**config.mk**
```make
export PLATFORM = sky130hd
export DESIGN_NAME = display_scan_ctrl
export DESIGN_NICKNAME = d
export VERILOG_FILES = /design/src/rtl/display_scan_pkg.sv /design/src/rtl/scan_timer.sv /design/src/rtl/display_scan_ctrl.sv
export SDC_FILE = /design/constraint.sdc
export NUM_CORES = 1
export LEC_CHECK = 0
export BUFFER_PORTS_ARGS = -buffer_cell sky130_fd_sc_hd__buf_2
export CELL_PAD_IN_SITES_DETAIL_PLACEMENT = 1
export CELL_PAD_IN_SITES_GLOBAL_PLACEMENT = 2
export CORE_MARGIN = 8
export CORE_UTILIZATION = 36
export DETAILED_ROUTE_END_ITERATION = 10
export GPL_TIMING_DRIVEN = 1
export PLACE_DENSITY_LB_ADDON = 0.08
export SLEW_MARGIN = 20
export SYNTH_ARGS = -nofsm -noshare
export SYNTH_HDL_FRONTEND = slang
export SYNTH_SLANG_ARGS = --single-unit
```
**constraint.sdc**
```tcl
create_clock -name clk -period 3.46 [get_ports clk]
set_input_delay 0.519 -clock clk [delete_from_list [all_inputs] [get_ports clk]]
set_output_delay 0.519 -clock clk [all_outputs]
set_load 0.005 [all_outputs]
```
**src/rtl/display_scan_pkg.sv**
```systemverilog
// rtl/display_scan_pkg.sv - shared types and constants for the display scan controller
//
// Purpose : scan FSM state encoding and the BCD nibble width used by
//           display_scan_ctrl and its interval timer.
// Ports   : none (package).

package display_scan_pkg;

   localparam int NIBBLE_W = 4;

   typedef enum logic [1:0] {
      ST_OFF   = 2'd0,
      ST_BLANK = 2'd1,
      ST_SHOW  = 2'd2
   } scan_state_t;

endpackage

```
**src/rtl/scan_timer.sv**
```systemverilog
// rtl/scan_timer.sv - interval counter with restart and terminal-count flag
//
// Purpose : counts clk cycles inside one BLANK or SHOW interval.
// Ports   : clk   - clock, rising edge
//           rst   - synchronous active-high reset, clears the count
//           load  - restart the interval (count returns to 0 next edge)
//           last  - count value of the final cycle of the current interval
//           tc    - high during the final cycle of the interval

module scan_timer #(
   parameter int CW = 16
) (
   input  logic          clk,
   input  logic          rst,
   input  logic          load,
   input  logic [CW-1:0] last,
   output logic          tc
);

   logic [CW-1:0] count;

   always_ff @(posedge clk) begin
      if (rst || load) begin
         count <= '0;
      end else begin
         count <= count + CW'(1);
      end
   end

   assign tc = (count == last);

endmodule

```
**src/rtl/display_scan_ctrl.sv**
```systemverilog
// rtl/display_scan_ctrl.sv - multiplexed BCD display scanner with anti-ghost blanking
//
// Purpose : cycles through NUM_DIGITS common-enable lines, inserting a blank
//           interval before each digit, and double-buffers the display value
//           so a new value only appears at a frame boundary.
// Ports   : clk, rst        - clock and synchronous active-high reset
//           enable          - scan when high, all digits off when low
//           load_valid/ready/data - display value handshake (digit 0 in [3:0])
//           bcd_out         - nibble to the shared BCD-to-7-segment decoder
//           bi_n            - decoder blanking input, active low
//           digit_en_n      - digit common enables, active low
//           frame_done      - one-cycle pulse in the first cycle of each new frame
// Config  : LEADING_ZERO_BLANK_EN - blank leading zero digits (digit 0 always shown)

module display_scan_ctrl
   import display_scan_pkg::*;
#(
   parameter int NUM_DIGITS   = 4,
   parameter int DWELL_CYCLES = 50000,
   parameter int BLANK_CYCLES = 500
) (
   input  logic                           clk,
   input  logic                           rst,
   input  logic                           enable,
   input  logic                           load_valid,
   output logic                           load_ready,
   input  logic [NIBBLE_W*NUM_DIGITS-1:0] load_data,
   output logic [NIBBLE_W-1:0]            bcd_out,
   output logic                           bi_n,
   output logic [NUM_DIGITS-1:0]          digit_en_n,
   output logic                           frame_done
);

   localparam int MAX_C = (DWELL_CYCLES > BLANK_CYCLES) ? DWELL_CYCLES : BLANK_CYCLES;
   localparam int CW    = $clog2(MAX_C) + 1;
   localparam int IW    = $clog2(NUM_DIGITS);

   localparam logic [CW-1:0] DWELL_LAST = CW'(DWELL_CYCLES - 1);
   localparam logic [CW-1:0] BLANK_LAST = CW'(BLANK_CYCLES - 1);
   localparam logic [IW-1:0] IDX_LAST   = IW'(NUM_DIGITS - 1);

   scan_state_t                              state, state_nx;
   logic [IW-1:0]                            idx, idx_nx;
   logic [NUM_DIGITS-1:0][NIBBLE_W-1:0]      active, active_nx;
   logic [NUM_DIGITS-1:0][NIBBLE_W-1:0]      shadow, shadow_nx;
   logic                                     pending, pending_nx;
   logic                                     frame_nx, commit;
   logic [NIBBLE_W-1:0]                      bcd_nx;
   logic                                     bi_nx;
   logic [NUM_DIGITS-1:0]                    den_nx;
   logic                                     tmr_load, tmr_tc;
   logic [CW-1:0]                            tmr_last;

   // The timer restarts whenever the interval ends or the scan is idle/stopping,
   // so each interval always begins at count 0.
   assign tmr_load = (state == ST_OFF) || !enable || tmr_tc;
   assign tmr_last = (state == ST_SHOW) ? DWELL_LAST : BLANK_LAST;

   scan_timer #(.CW(CW)) u_timer (
      .clk  (clk),
      .rst  (rst),
      .load (tmr_load),
      .last (tmr_last),
      .tc   (tmr_tc)
   );

   always_comb begin
      state_nx   = state;
      idx_nx     = idx;
      active_nx  = active;
      shadow_nx  = shadow;
      pending_nx = pending;
      frame_nx   = 1'b0;
      commit     = 1'b0;

      case (state)
         ST_OFF: begin
            idx_nx = '0;
            commit = pending;
            if (enable) state_nx = ST_BLANK;
         end
         ST_BLANK: begin
            if (!enable) begin
               state_nx = ST_OFF;
               idx_nx   = '0;
            end else if (tmr_tc) begin
               state_nx = ST_SHOW;
            end
         end
         ST_SHOW: begin
            if (!enable) begin
               state_nx = ST_OFF;
               idx_nx   = '0;
            end else if (tmr_tc) begin
               state_nx = ST_BLANK;
               if (idx == IDX_LAST) begin
                  idx_nx   = '0;
                  frame_nx = 1'b1;
                  commit   = pending;
               end else begin
                  idx_nx = idx + IW'(1);
               end
            end
         end
         default: begin
            state_nx = ST_OFF;
            idx_nx   = '0;
         end
      endcase

      // Commit uses the registered pending flag, so a value accepted on the
      // wrap edge itself waits for the next wrap.
      if (commit) begin
         active_nx  = shadow;
         pending_nx = 1'b0;
      end
      if (load_valid && load_ready) begin
         shadow_nx  = load_data;
         pending_nx = 1'b1;
      end
   end

   // Outputs are decoded from the next-state values and registered alongside
   // the state, so they always describe the current state register.
   always_comb begin
      bcd_nx = '0;
      bi_nx  = 1'b0;
      den_nx = '1;
      if (state_nx == ST_SHOW) begin
         den_nx[idx_nx] = 1'b0;
         bcd_nx         = active_nx[idx_nx];
         bi_nx          = 1'b1;
`ifdef LEADING_ZERO_BLANK_EN
         begin
            logic lz_blank;
            lz_blank = (idx_nx != '0);
            for (int i = 0; i < NUM_DIGITS; i++) begin
               if ((i >= int'(idx_nx)) && (active_nx[i] != '0)) lz_blank = 1'b0;
            end
            if (lz_blank) bi_nx = 1'b0;
         end
`endif
      end
   end

   always_ff @(posedge clk) begin
      if (rst) begin
         state      <= ST_OFF;
         idx        <= '0;
         active     <= '0;
         shadow     <= '0;
         pending    <= 1'b0;
         load_ready <= 1'b1;
         bcd_out    <= '0;
         bi_n       <= 1'b0;
         digit_en_n <= '1;
         frame_done <= 1'b0;
      end else begin
         state      <= state_nx;
         idx        <= idx_nx;
         active     <= active_nx;
         shadow     <= shadow_nx;
         pending    <= pending_nx;
         load_ready <= ~pending_nx;
         bcd_out    <= bcd_nx;
         bi_n       <= bi_nx;
         digit_en_n <= den_nx;
         frame_done <= frame_nx;
      end
   end

endmodule

```
## Word-level counts from Yosys, hierarchy flattened

Index checks and enable logic that the tools add are counted.

| word-level totals | value |
|---|---|
| bits in registers | 65 |
| input bits | 20 |

| cells by class | value |
|---|---|
| $add $sub $neg | 2 |
| $lt $le $gt $ge | 2 |
| equal/unequal tests | 5 |
| mux-type cells | 25 |
| bitwise gates (word level) | 6 |
| reduce and logical (&&, ||, !) cells | 9 |

Operators by type and width:

| operator | count |
|---|---|
| 2-to-1 mux 16 bit | 2 |
| 2-to-1 mux 2 bit | 9 |
| adder 17 x 1 -> 17 bit (second input constant) | 1 |
| equality test 17 x 16 -> 1 bit | 1 |
| binary-select mux 4 bit (select 2 bit) | 1 |
| 2-to-1 mux 1 bit | 8 |
| equality test 2 bit (second input constant) | 3 |
| case mux 2 bit (3 select lines) | 1 |
| inverter 1 bit | 5 |
| 2-to-1 mux 4 bit | 1 |
| inverter 4 bit | 1 |
| case mux 2 bit (2 select lines) | 1 |
| OR reduction 4 bit | 1 |
| logical OR 1 bit | 3 |
| < comparator 2 x 3 -> 1 bit (second input constant) | 1 |
| adder 2 x 1 -> 2 bit (second input constant) | 1 |
| demux 1 bit (select 2 bit) | 1 |
| equality test 2 x 1 -> 1 bit (second input constant) | 1 |
| greater-or-equal comparator 2 x 1 -> 1 bit (second input constant) | 1 |
| logical AND 1 bit | 2 |
| zero test 2 bit | 1 |
| case mux 1 bit (2 select lines) | 1 |
| OR reduction 2 bit | 1 |
| zero test 1 bit | 1 |

## Longest topological paths before layout

Gate-level depths: netlist (run 1).

| logic depth | value |
|---|---|
| depth in word-level cells | 11 |
| gate-level depth with buffers | 10 |
| gate-level depth less buffers | 9 |

## By module

A second synthesis (run 1) with hierarchy kept.

| unflattened totals | value |
|---|---|
| cells, all modules | 321 |
| area total of the unflattened synthesis | 2,897.8 µm² |

By module, submodules not included:

| module | instances | cells an instance | area each (µm²) |
|---|---|---|---|
| display_scan_ctrl | 1 | 212 | 1,963.1 |
| scan_timer | 1 | 109 | 934.6 |

## Worst setup path after synthesis (run 1)

OpenSTA, ideal clock, no wires.

| timing | value |
|---|---|
| path kind | reg2reg |
| from | register state[0] |
| to | register bcd_out[1] |
| setup time | 141 ps |
| data arrival time | 2,497 ps |
| required time | 3,319 ps |
| setup slack | 822 ps |
| stages on the path, launching flop included | 11 |
| period minus slack after synthesis | 2,638 ps |
| path through | dfxtp_1 > inv_1 > ha_1 > buf_4 > nand2b_4 > or4_4 > o41ai_4 > buf_6 > mux2_1 > a32oi_1 > a211oi_1 |

| between the ends | value |
|---|---|
| longest elaborated chain between the ends | 9 |

RTL lines:

| item | line | text |
|---|---|---|
| start, declared | display_scan_ctrl.sv:42 | `scan_state_t state, state_nx;` |
| start signal, assigned | display_scan_ctrl.sv:159 | `state <= state_nx;` |
| equality test 2 bit | display_scan_ctrl.sv:57, display_scan_ctrl.sv:76 |  |
| 2-to-1 mux 16 bit | display_scan_ctrl.sv:57 | `assign tmr_last = (state == ST_SHOW) ? DWELL_LAST : BLANK_LAST;` |
| equality test 17 x 16 -> 1 bit | scan_timer.sv:30 | `assign tc = (count == last);` |
| 2-to-1 mux 1 bit (tied with other cells) | display_scan_ctrl.sv:94 | `end else if (tmr_tc) begin` |
| 2-to-1 mux 1 bit (tied with other cells) | display_scan_ctrl.sv:91 | `if (!enable) begin` |
| case mux 1 bit (2 select lines) or case mux 2 bit (3 select lines) (tied branches) | display_scan_ctrl.sv:76 | `case (state)` |
| 2-to-1 mux 16 bit or equality test 2 bit (tied branches) | display_scan_ctrl.sv:113, display_scan_ctrl.sv:129 |  |
| binary-select mux 4 bit (select 2 bit) or inverter 1 bit (tied branches) | -- |  |
| 2-to-1 mux 4 bit (not written as such) or OR reduction 2 bit (tied branches) | -- |  |
| end signal, assigned | display_scan_ctrl.sv:165 | `bcd_out <= bcd_nx;` |
| end, declared | display_scan_ctrl.sv:28 | `output logic [NIBBLE_W-1:0] bcd_out,` |

Parallel ways exist; a longest one is shown, timed or not. The select of a mux whose other input is x is not followed.
A chain may end at the register's enable or synchronous reset.

## Final worst setup path (run 1)

| timing | value |
|---|---|
| from | register u_timer.count[0] |
| to | register bcd_out[3] |

| between the ends | value |
|---|---|
| longest elaborated chain between the ends | 7 |

RTL lines:

| item | line | text |
|---|---|---|
| start, declared | scan_timer.sv:20 | `logic [CW-1:0] count;` |
| start signal, assigned | scan_timer.sv:26 | `count <= count + CW'(1);` |
| equality test 17 x 16 -> 1 bit * | scan_timer.sv:30 |  |
| 2-to-1 mux 1 bit (tied with other cells) | display_scan_ctrl.sv:94 |  |
| 2-to-1 mux 1 bit (tied with other cells) | display_scan_ctrl.sv:91 |  |
| case mux 1 bit (2 select lines) or case mux 2 bit (3 select lines) (tied branches) | display_scan_ctrl.sv:76 |  |
| 2-to-1 mux 16 bit or equality test 2 bit (tied branches) | display_scan_ctrl.sv:113, display_scan_ctrl.sv:129 |  |
| binary-select mux 4 bit (select 2 bit) or inverter 1 bit (tied branches) | -- |  |
| 2-to-1 mux 4 bit (not written as such) or OR reduction 2 bit (tied branches) | -- |  |

Mark *: on every way between the ends. The rest lies on a longest branch, timed or not. The select of a mux whose other input is x is not followed.

==> results.sh, run 1 <==
export IMPL_status="finished, final reports clean"
export IMPL_ctsHoldBuffers=0
export IMPL_period_minus_slack_ps=2930
export IMPL_cts_htree_levels=3
export IMPL_drt_vias_per_instance=5.10
export IMPL_gp_congestion=0.784
export IMPL_path_max_fanout=16
export IMPL_grt_use_met2=0.246
export IMPL_worstMarginPinSlew_ps=761
export IMPL_fin_nets=367
export IMPL_hpwlAfterDp_um=5310
export IMPL_grt_max_degree=41
export IMPL_fin_crit_sh=0.846
export IMPL_fin_util=0.433
export IMPL_worstSetupPathType="reg -> reg"
export IMPL_finClkSkew_ps=10.4
export IMPL_final_cell_mix="dfxtp_1, nand2_1, nor2_1"
export IMPL_grt_use_met1=0.156
export IMPL_power_switching_w=0.000379
export IMPL_grt_pass1_wl_um=12100
export IMPL_dieArea_um2=10900
export IMPL_grt_usage=0.139
export IMPL_ys_ff_latch=65
export IMPL_grt_pass1_vias=2422
export IMPL_max_freq_mhz=342
export IMPL_synth_nets=336
export IMPL_vdd_drop_max_v=0.000252
export IMPL_grt_antenna_before_repair=0
export IMPL_synth_avg_cell_area_um2=9.09
export IMPL_internal_power_w=0.00130
export IMPL_rsz0062_at_grt="false"
export IMPL_synth_cells=310
export IMPL_drv_cap=0
export IMPL_setup_violations=0
export IMPL_grt_util_met3=0.0304
export IMPL_hold_class="in -> reg"
export IMPL_io_pins=31
export IMPL_port_buffers=30
export IMPL_startpoint_type="flop"
export IMPL_grt_busiest_layer="met2"
export IMPL_setup_ws_ps=534
export IMPL_slew_headroom=0.493
export IMPL_drc=0
export IMPL_crit_arrival_ps=3110
export IMPL_cts_inserted_buffers=9
export IMPL_drt_iter0_markers=47
export IMPL_cts_buffer_depth=2
export IMPL_leakage_nw=1.25
export IMPL_hold_violations=0
export IMPL_diodes=0
export IMPL_wire_per_inst_um=16.2
export IMPL_clkTransAtPathRegs_ps=80
export IMPL_synth_edff_count=0
export IMPL_cp_required_ps=3650
export IMPL_die_w_um=104
export IMPL_ys_warnings_count=0
export IMPL_synth_cell_types=54
export IMPL_post_place_ws_ps=504
export IMPL_synth_seq_area_share=0.462
export IMPL_cts_resized=0
export IMPL_ant_nets=0
export IMPL_cts_num_sinks=65
export IMPL_start_util=0.368
export IMPL_grt_overflow=0
export IMPL_power_frac_seq=0.461
export IMPL_tns_ps=0
export IMPL_die_y_um=104
export IMPL_finalWirelength_um=7280
export IMPL_post_cts_repair_setup_buffers=0
export IMPL_core_area_um2=7650
export IMPL_power_density_nw_per_um2=508
export IMPL_critPathCaptureType="flop"
export IMPL_tritoncts="built"
export IMPL_synthesis_area_um2=2820
export IMPL_total_power_w=0.00168
export IMPL_layout_commonest_cell="dfxtp_1"
export IMPL_clockPowerShare=0.486
export IMPL_rows=32
export IMPL_async_flop_share=0
export IMPL_area_growth_pct=17.5
export IMPL_whs_ps=412
export IMPL_cts_root_buf="clkbuf_8"
export IMPL_layout_drive_gt1_share=0.182
export IMPL_p_sw_frac=0.225
export IMPL_drv_slew=0
export IMPL_synthFlopType="dfxtp_1"
export IMPL_fillers=907
export IMPL_insertion_delay_ps=340
export IMPL_drtPass1Iterations=4
export IMPL_vias=2284
export IMPL_combPwrFrac=0.053
## per-stage QoR
stage | std cells | cell area (µm²)
detailed placement | 432 | 3060
CTS | 448 | 3310
finish | 448 | 3310
global placement | 432 | 3060
global route | 448 | 3310
floorplan | 310 | 2820
## path summary, 6_finish.rpt
kind / to / from / cells past startpoint / slack [ps]
worst min register to register: shadow[11]$_SDFFE_PP0P_ / shadow[11]$_SDFFE_PP0P_ / 2 / 460
worst max-delay path: bcd_out[3]$_SDFF_PP0_ / u_timer.count[0]$_SDFF_PP0_ / 8 / 530
worst min-delay path: shadow[15]$_SDFFE_PP0P_ / load_data[15] / 3 / 410
worst max register to register: bcd_out[3]$_SDFF_PP0_ / u_timer.count[0]$_SDFF_PP0_ / 8 / 530
## critical path, stage by stage, from the launching register on
cell      delay, ps
dfxtp_1         380
ha_1            240
nor4b_1         530
nand2_1         220
o41ai_4         380
buf_4           310
mux2_2          390
a32oi_1         210
a211oi_1        100
## kinds of logic (layout without fill, tap and decap cells)
| family | Yosys count | in the layout | synth area share |
|---|---|---|---|
| simple gates | 134 | 134 | 0.236 |
| flops | 65 | 65 | 0.462 |
| buf+inv | 20 | 56 | 0.0315 |
| xor+xnor | 15 | 15 | 0.0466 |
| fa+ha+maj | 6 | 6 | 0.0267 |
| compound gates | 54 | 54 | 0.136 |
| mux | 16 | 16 | 0.0604 |
## power groups by stage
stage	Combinational, W	Sequential, W	Clock [W]
3_3_place_gp	0.0000892	0.000793	0
2_1_floorplan	0.0000629	0.000789	0
5_1_grt	0.000100	0.000777	0.000870
3_5_place_dp	0.0000903	0.000793	0
4_1_cts	0.0000908	0.000776	0.000836
6_report	0.0000886	0.000775	0.000816
## per-layer routing
metal,vias up,wire length (µm),share of wire
met4,0,93,0.013
met1,1093,3300,0.45
met2,34,3700,0.51
met5,-,0,0
met3,9,181,0.025
li1,1148,-,-
## synth_stat cells (all sizes together), types with 2 or more instances
master  count  area (µm²)
a211oi      5        37.5
a21o        2        15.0
a21oi      22         110
a32oi       4        35.0
and2        5        31.3
and3        6        37.5
buf         6        36.3
clkbuf      8        30.0
dfxtp      65        1300
ha          6        75.1
inv         6        22.5
mux2        8        90.1
mux2i       8        80.1
nand2      46         173
nand2b      2        20.0
nand3      10        50.1
nand3b      2        15.0
nand4       4        31.3
nor2       33         124
nor2b       9        56.3
nor3        2        10.0
nor4        6        37.5
o211ai      2        15.0
o21ai       3        15.0
o22a        4        35.0
o41ai       2        36.3
or3         2        12.5
xnor2       7        61.3
xor2        8        70.1
## flip-flops by register name, indices dropped and copies added (netlist names)
register,flops
bi_n,1
u_timer.count,17
bcd_out,4
active,16
pending,1
frame_done,1
shadow,16
state,2
load_ready,1
idx,2
digit_en_n,4
## final cells by class
type / count / area [µm²] / share of cell area
timing repair buffer: 34 / 180 / 0.0544
clock buffer: 10 / 138 / 0.0416
tap: 102 / 128 / 0.0386
inverter: 6 / 22.5 / 0.00681
multi-input combinational: 225 / 1430 / 0.431
sequential: 65 / 1300 / 0.393
clock inverter: 6 / 114 / 0.0344
(Power assumes the default switching activity.)
==> run 2: changes to the inputs <==
- ABC_AREA: default -> 1
- CORE_UTILIZATION: 36 -> 33
- clock period: 3.46 -> 3.06 ns (I/O delays scaled with it)
==> run 2 against run 1 <==
Effect of this change:
- synthesized cell count is 31% higher
- combinational power is 38% higher
- sequential cell count stayed put
- clock-buffer cell count stayed put
- synthesized area is 4.9% higher
- clock power is 18% lower
- power is 0.58% higher
- setup slack better by 180 ps
- first-iteration DRC count is 94% higher
- die area is 12% higher
- largest cell class unchanged
- critical path depth is 8 higher
- sequential share of layout area is 0.57 points lower
==> results.sh, run 2 <==
export IMPL_synth_seq_area_share=0.440
export IMPL_path_max_fanout=17
export IMPL_cts_htree_levels=3
export IMPL_cp_required_ps=3290
export IMPL_ys_ff_latch=65
export IMPL_max_freq_mhz=426
export IMPL_tns_ps=0
export IMPL_ant_nets=0
export IMPL_tritoncts="built"
export IMPL_endpoint="bcd_out[1]$_SDFF_PP0_"
export IMPL_finClkSkew_ps=11.6
export IMPL_seq_area_um2=1300
export IMPL_fin_crit_sh=0.768
export IMPL_start_util=0.339
export IMPL_crit_slowest_cell="dfxtp_1"
export IMPL_io_pins=31
export IMPL_area_growth_pct=13.7
export IMPL_fin_nets=460
export IMPL_reg_largest_list="u_timer.count: 17 flops, active: 16 flops, shadow: 16 flops"
export IMPL_r2r_end="bcd_out[1]$_SDFF_PP0_"
export IMPL_reg2regPathDepth=16
export IMPL_drt_vias_per_instance=4.69
export IMPL_hpwlAfterDp_um=5630
export IMPL_synth_nets=431
export IMPL_rsz0062_at_grt="false"
export IMPL_synth_most_common_cell="nand2_1"
export IMPL_port_buffers=30
export IMPL_grt_max_degree=23
export IMPL_post_cts_repair_setup_buffers=0
export IMPL_largest_reg_flops=17
export IMPL_ys_warnings_count=0
export IMPL_synth_cells=405
export IMPL_synth_area_leader_cell="dfxtp_1"
export IMPL_diodes=0
export IMPL_drv_cap=0
export IMPL_grt_pass1_vias=2515
export IMPL_finalWirelength_um=7370
export IMPL_gp_congestion=0.713
export IMPL_core_area_um2=8720
export IMPL_synth_top_cell_area_share=0.440
export IMPL_setup_violations=0
export IMPL_grt_antenna_before_repair=0
export IMPL_ctsHoldBuffers=0
export IMPL_drtPass1Iterations=4
export IMPL_multiInputGateArea_um2=1460
export IMPL_crit_top_cell="nand2_1"
export IMPL_wire_per_inst_um=13.5
export IMPL_async_flop_share=0
export IMPL_hold_class="in -> reg"
export IMPL_grt_usage=0.124
export IMPL_fin_util=0.385
export IMPL_synth_cell_types=32
export IMPL_fillers=1118
export IMPL_whs_ps=370
export IMPL_cts_resized=0
export IMPL_crit_arrival_ps=2580
export IMPL_slew_headroom=0.564
export IMPL_cp_cell_sequence="inv_1 > ha_1 > nor2_1 > nand2_1 > inv_2 > nand2_1 > nand2_4 > nand4_4 > nand2_4 > nand2_4 > nand2_1 > nand2_1 > nand3_1 > nand2_1 > nor2_1 > nor2_1"
export IMPL_worstSetupPathType="reg -> reg"
export IMPL_startpoint_type="flop"
export IMPL_hold_violations=0
export IMPL_layout_drive_gt1_share=0.169
export IMPL_synth_avg_cell_area_um2=7.29
export IMPL_power_density_nw_per_um2=503
export IMPL_vias=2567
export IMPL_vdd_drop_max_v=0.000175
export IMPL_drv_slew=0
export IMPL_drc=0
export IMPL_cts_inserted_buffers=9
export IMPL_die_w_um=111
export IMPL_cts_root_buf="clkbuf_8"
export IMPL_synthFlopType="dfxtp_1"
export IMPL_cts_buffer_depth=2
export IMPL_cts_num_sinks=65
export IMPL_synthesis_area_um2=2950
export IMPL_drt_iter0_markers=91
export IMPL_clkTransAtPathRegs_ps=80
export IMPL_status="finished, final reports clean"
export IMPL_critPathCaptureType="flop"
export IMPL_layout_commonest_cell="nand2_1"
export IMPL_period_minus_slack_ps=2350
export IMPL_final_cell_mix="nand2_1, nor2_1, dfxtp_1"
export IMPL_insertion_delay_ps=340
export IMPL_leakage_nw=1.49
export IMPL_total_power_w=0.00169
export IMPL_reg2reg_setup_slack_ps=710
export IMPL_startpoint="state[0]$_SDFF_PP0_"
export IMPL_rr_startpoint="state[0]$_SDFF_PP0_"
export IMPL_rows=34
export IMPL_max_stage_delay_ps=410
export IMPL_setup_ws_ps=711
export IMPL_synth_edff_count=0
export IMPL_synthTopCellsByArea="dfxtp_1, nand2_1, nor2_1, nand3_1, a21oi_1"
export IMPL_netlist_top_cells_count="nand2_1, nor2_1, dfxtp_1, nand3_1, inv_1"
export IMPL_worstMarginPinSlew_ps=653
export IMPL_die_y_um=111
export IMPL_top_register="u_timer.count"
export IMPL_post_place_ws_ps=694
export IMPL_grt_overflow=0
export IMPL_grt_pass1_wl_um=12500
export IMPL_dieArea_um2=12200
-- run 2: cell type report --
type | count | share of cell area
clock inverter | 6 | 0.0127
tap | 108 | 0.0402
multi-input combinational | 295 | 0.436
clock buffer | 10 | 0.0410
timing repair buffer | 31 | 0.0469
sequential | 65 | 0.387
inverter | 32 | 0.0358
-- run 2: metrics by stage --
stage               area, µm²  cells
finish                   3360    547
floorplan                2950    405
global route             3360    547
detailed placement       3180    531
CTS                      3360    547
global placement         3180    531
-- run 2: cells by family after synthesis --
| kind of cell | after synthesis | synth area share |
|---|---|---|
| xor+xnor | 8 | 0.0237 |
| simple gates | 231 | 0.355 |
| fa+ha+maj | 6 | 0.0254 |
| compound gates | 50 | 0.0911 |
| flops | 65 | 0.440 |
| buf+inv | 45 | 0.0640 |
-- run 2: critical path: cells and delay by family, from the launching register on --
kind	cells	cell delay (ps)
buffers and inverters	2	150
flip-flops	1	410
AND/OR/NAND/NOR	13	1350
adder cells (fa/ha/maj)	1	320
-- run 2: power breakdown --
part	internal [W]	switching [W]
registers	0.000875	0.0000214
logic	0.0000432	0.0000793
clock network	0.000317	0.000354
total	0.00124	0.000455
-- run 2: routing by layer --
metal / track usage / vias to the layer above / share of wire
met5: 0 / - / 0
met4: 0.0595 / 0 / 0.014
met3: 0.0346 / 8 / 0.049
met2: 0.157 / 48 / 0.36
met1: 0.182 / 1145 / 0.57
li1: - / 1366 / -
-- run 2: how the worst min path moves through the flow --
| stage | endpoint | cells after the start | start | slack (ps) |
|---|---|---|---|---|
| after global placement | u_timer.count[0]$_SDFF_PP0_ | 1 | u_timer.count[0]$_SDFF_PP0_ | 430 |
| after detailed placement | u_timer.count[0]$_SDFF_PP0_ | 1 | u_timer.count[0]$_SDFF_PP0_ | 440 |
| final | shadow[0]$_SDFFE_PP0P_ | 3 | load_data[0] | 370 |
| after global routing | shadow[0]$_SDFFE_PP0P_ | 3 | load_data[0] | 370 |
| after floorplan | u_timer.count[0]$_SDFF_PP0_ | 1 | u_timer.count[0]$_SDFF_PP0_ | 420 |
| after CTS | shadow[8]$_SDFFE_PP0P_ | 3 | load_data[8] | 360 |
==> run 3: changes to the inputs <==
- CORE_UTILIZATION: 33 -> 30
- clock period: 3.06 -> 1.9 ns (I/O delays scaled with it)
==> run 3 against run 2 <==
Effect of this change:
- the run now ends with negative setup slack left
- final area is 24% higher
- highest routed layer unchanged
- utilization grew 4.4 points
- sequential share of layout area down 7.3 points
- power grew 89%
- critical path type unchanged
==> results.sh, run 3 (same netlist as run 2, synthesis figures left out) <==
export IMPL_status="complete, but fails checks"
export IMPL_finClkSkew_ps=11.2
export IMPL_grt_util_met3=0.0326
export IMPL_whs_ps=184
export IMPL_leakage_nw=1.89
export IMPL_setup_ws_ps=-46.9
export IMPL_drv_slew=0
export IMPL_crit_arrival_ps=2190
export IMPL_grt_overflow=0
export IMPL_total_power_w=0.00319
export IMPL_grt_antenna_before_repair=0
export IMPL_grt_use_met1=0.187
export IMPL_fillers=1230
export IMPL_hold_violations=0
export IMPL_top_register="u_timer.count"
export IMPL_worstSetupPathType="reg -> reg"
export IMPL_p_sw_frac=0.245
export IMPL_vdd_drop_max_v=0.000385
export IMPL_drtPass1Iterations=4
export IMPL_layout_drive_gt1_share=0.347
export IMPL_rows=36
export IMPL_dieArea_um2=13300
export IMPL_finalWirelength_um=8460
export IMPL_drv_cap=0
export IMPL_power_frac_seq=0.452
export IMPL_cts_htree_levels=3
export IMPL_die_y_um=115
export IMPL_cts_buffer_depth=2
export IMPL_slew_headroom=0.669
export IMPL_die_w_um=115
export IMPL_largest_reg_flops=17
export IMPL_fin_nets=525
export IMPL_clkTransAtPathRegs_ps=80
export IMPL_worstMarginPinSlew_ps=497
export IMPL_cp_required_ps=2140
export IMPL_tns_ps=-172
export IMPL_diodes=0
export IMPL_setup_violations=5
export IMPL_cts_num_sinks=65
export IMPL_post_place_ws_ps=-152
export IMPL_power_switching_w=0.000780
export IMPL_power_density_nw_per_um2=768
export IMPL_layout_commonest_cell="nand2_1"
export IMPL_final_cell_mix="nand2_1, nor2_1, dfxtp_1"
export IMPL_violations="negative setup slack"
export IMPL_max_freq_mhz=514
export IMPL_tritoncts="built"
export IMPL_internal_power_w=0.00241
export IMPL_rsz0062_at_grt="true"
export IMPL_hold_class="in -> reg"
export IMPL_core_area_um2=9680
export IMPL_grt_busiest_layer="met2"
export IMPL_io_pins=31
export IMPL_port_buffers=30
export IMPL_wire_per_inst_um=13.3
export IMPL_startpoint_type="flop"
export IMPL_drt_vias_per_instance=4.48
export IMPL_drt_iter0_markers=73
export IMPL_cts_inserted_buffers=9
export IMPL_grt_pass1_vias=2948
export IMPL_grt_usage=0.137
export IMPL_start_util=0.305
export IMPL_insertion_delay_ps=350
export IMPL_ctsHoldBuffers=0
export IMPL_area_growth_pct=40.6
export IMPL_grt_max_degree=19
export IMPL_fin_util=0.429
export IMPL_combPwrFrac=0.086
export IMPL_critPathCaptureType="flop"
export IMPL_path_max_fanout=7
export IMPL_ant_nets=0
export IMPL_vias=2853
export IMPL_clockPowerShare=0.462
export IMPL_drc=0
export IMPL_period_minus_slack_ps=1950
export IMPL_hpwlAfterDp_um=6300
export IMPL_gp_congestion=0.763
export IMPL_grt_use_met2=0.199
export IMPL_cts_root_buf="clkbuf_8"
export IMPL_grt_pass1_wl_um=14300
export IMPL_reg_largest_list="u_timer.count: 17 flops, active: 16 flops, shadow: 16 flops"
export IMPL_fin_crit_sh=1.02
-- run 3: cell types whose count changed in the layout (fill, tap and decap cells not counted), moves of 3 or more --
cell,previous run,this run
dfxtp_1,65,62
bufinv_16,0,3
buf_4,1,60
nand2_2,11,20
buf_6,0,5
ha_1,6,3
nor2_1,74,66
nor2_2,0,6
dfxtp_2,0,3
nand3_1,42,35
nand3_2,1,7
nand2_1,82,70
-- run 3: critical path, cell delays in order, from the launching register on --
cell,delay (ps)
dfxtp_2,330
inv_2,80
ha_4,180
nand2_2,60
nor2_2,110
nand3_2,100
nand2_4,120
buf_6,120
nand3b_1,70
nand2_1,80
nand2_2,100
nand2_4,130
nand2_4,90
nand3_1,100
nand2_1,60
nor2_1,80
nor2_1,40
-- run 3: worst paths after layout --
path,start,to,slack (ps),cells past startpoint
worst max-delay path,state[0]$_SDFF_PP0_,bcd_out[1]$_SDFF_PP0_,-50,16
worst min-delay path,rst,state[0]$_SDFF_PP0_,180,2
worst max register to register,state[0]$_SDFF_PP0_,bcd_out[1]$_SDFF_PP0_,-50,16
worst min register to register,active[10]$_SDFF_PP0_,active[10]$_SDFF_PP0_,470,2
-- run 3: cell type report --
| type | instances | area (µm²) | area share |
|---|---|---|---|
| multi-input cells | 295 | 1640 | 0.395 |
| flip-flops and latches | 65 | 1310 | 0.314 |
| repair buffers | 96 | 677 | 0.163 |
| well taps | 133 | 166 | 0.0401 |
| clock buffers | 10 | 128 | 0.0307 |
| inverters | 32 | 120 | 0.0289 |
| clock inverters | 6 | 115 | 0.0277 |
-- run 3: what timing repair did --
action	4_1_cts	5_1_grt
cloned	0	0
buffers inserted	6	6
endpoints found under the setup margin	15	28
gates resized for setup	21	26
pin swaps	23	23
-- run 3: per-layer routing --
layer | up-vias | part of all wire
met2 | 38 | 0.41
met5 | - | 0
met4 | 0 | 0.017
met1 | 1308 | 0.53
li1 | 1497 | -
met3 | 10 | 0.038
-- run 3: power by group through the flow --
stage	Sequential (W)	Combinational (W)	Clock, W
2_1_floorplan	0.00146	0.000156	0
3_3_place_gp	0.00147	0.000248	0
3_5_place_dp	0.00147	0.000252	0
4_1_cts	0.00144	0.000265	0.00151
5_1_grt	0.00145	0.000307	0.00157
6_report	0.00144	0.000274	0.00147
-- run 3: stage by stage --
stage | cells | instance area (µm²)
after floorplan | 405 | 2980
final | 637 | 4150
after global placement | 609 | 3630
after detailed placement | 609 | 3630
after CTS | 631 | 4020
after global routing | 637 | 4150
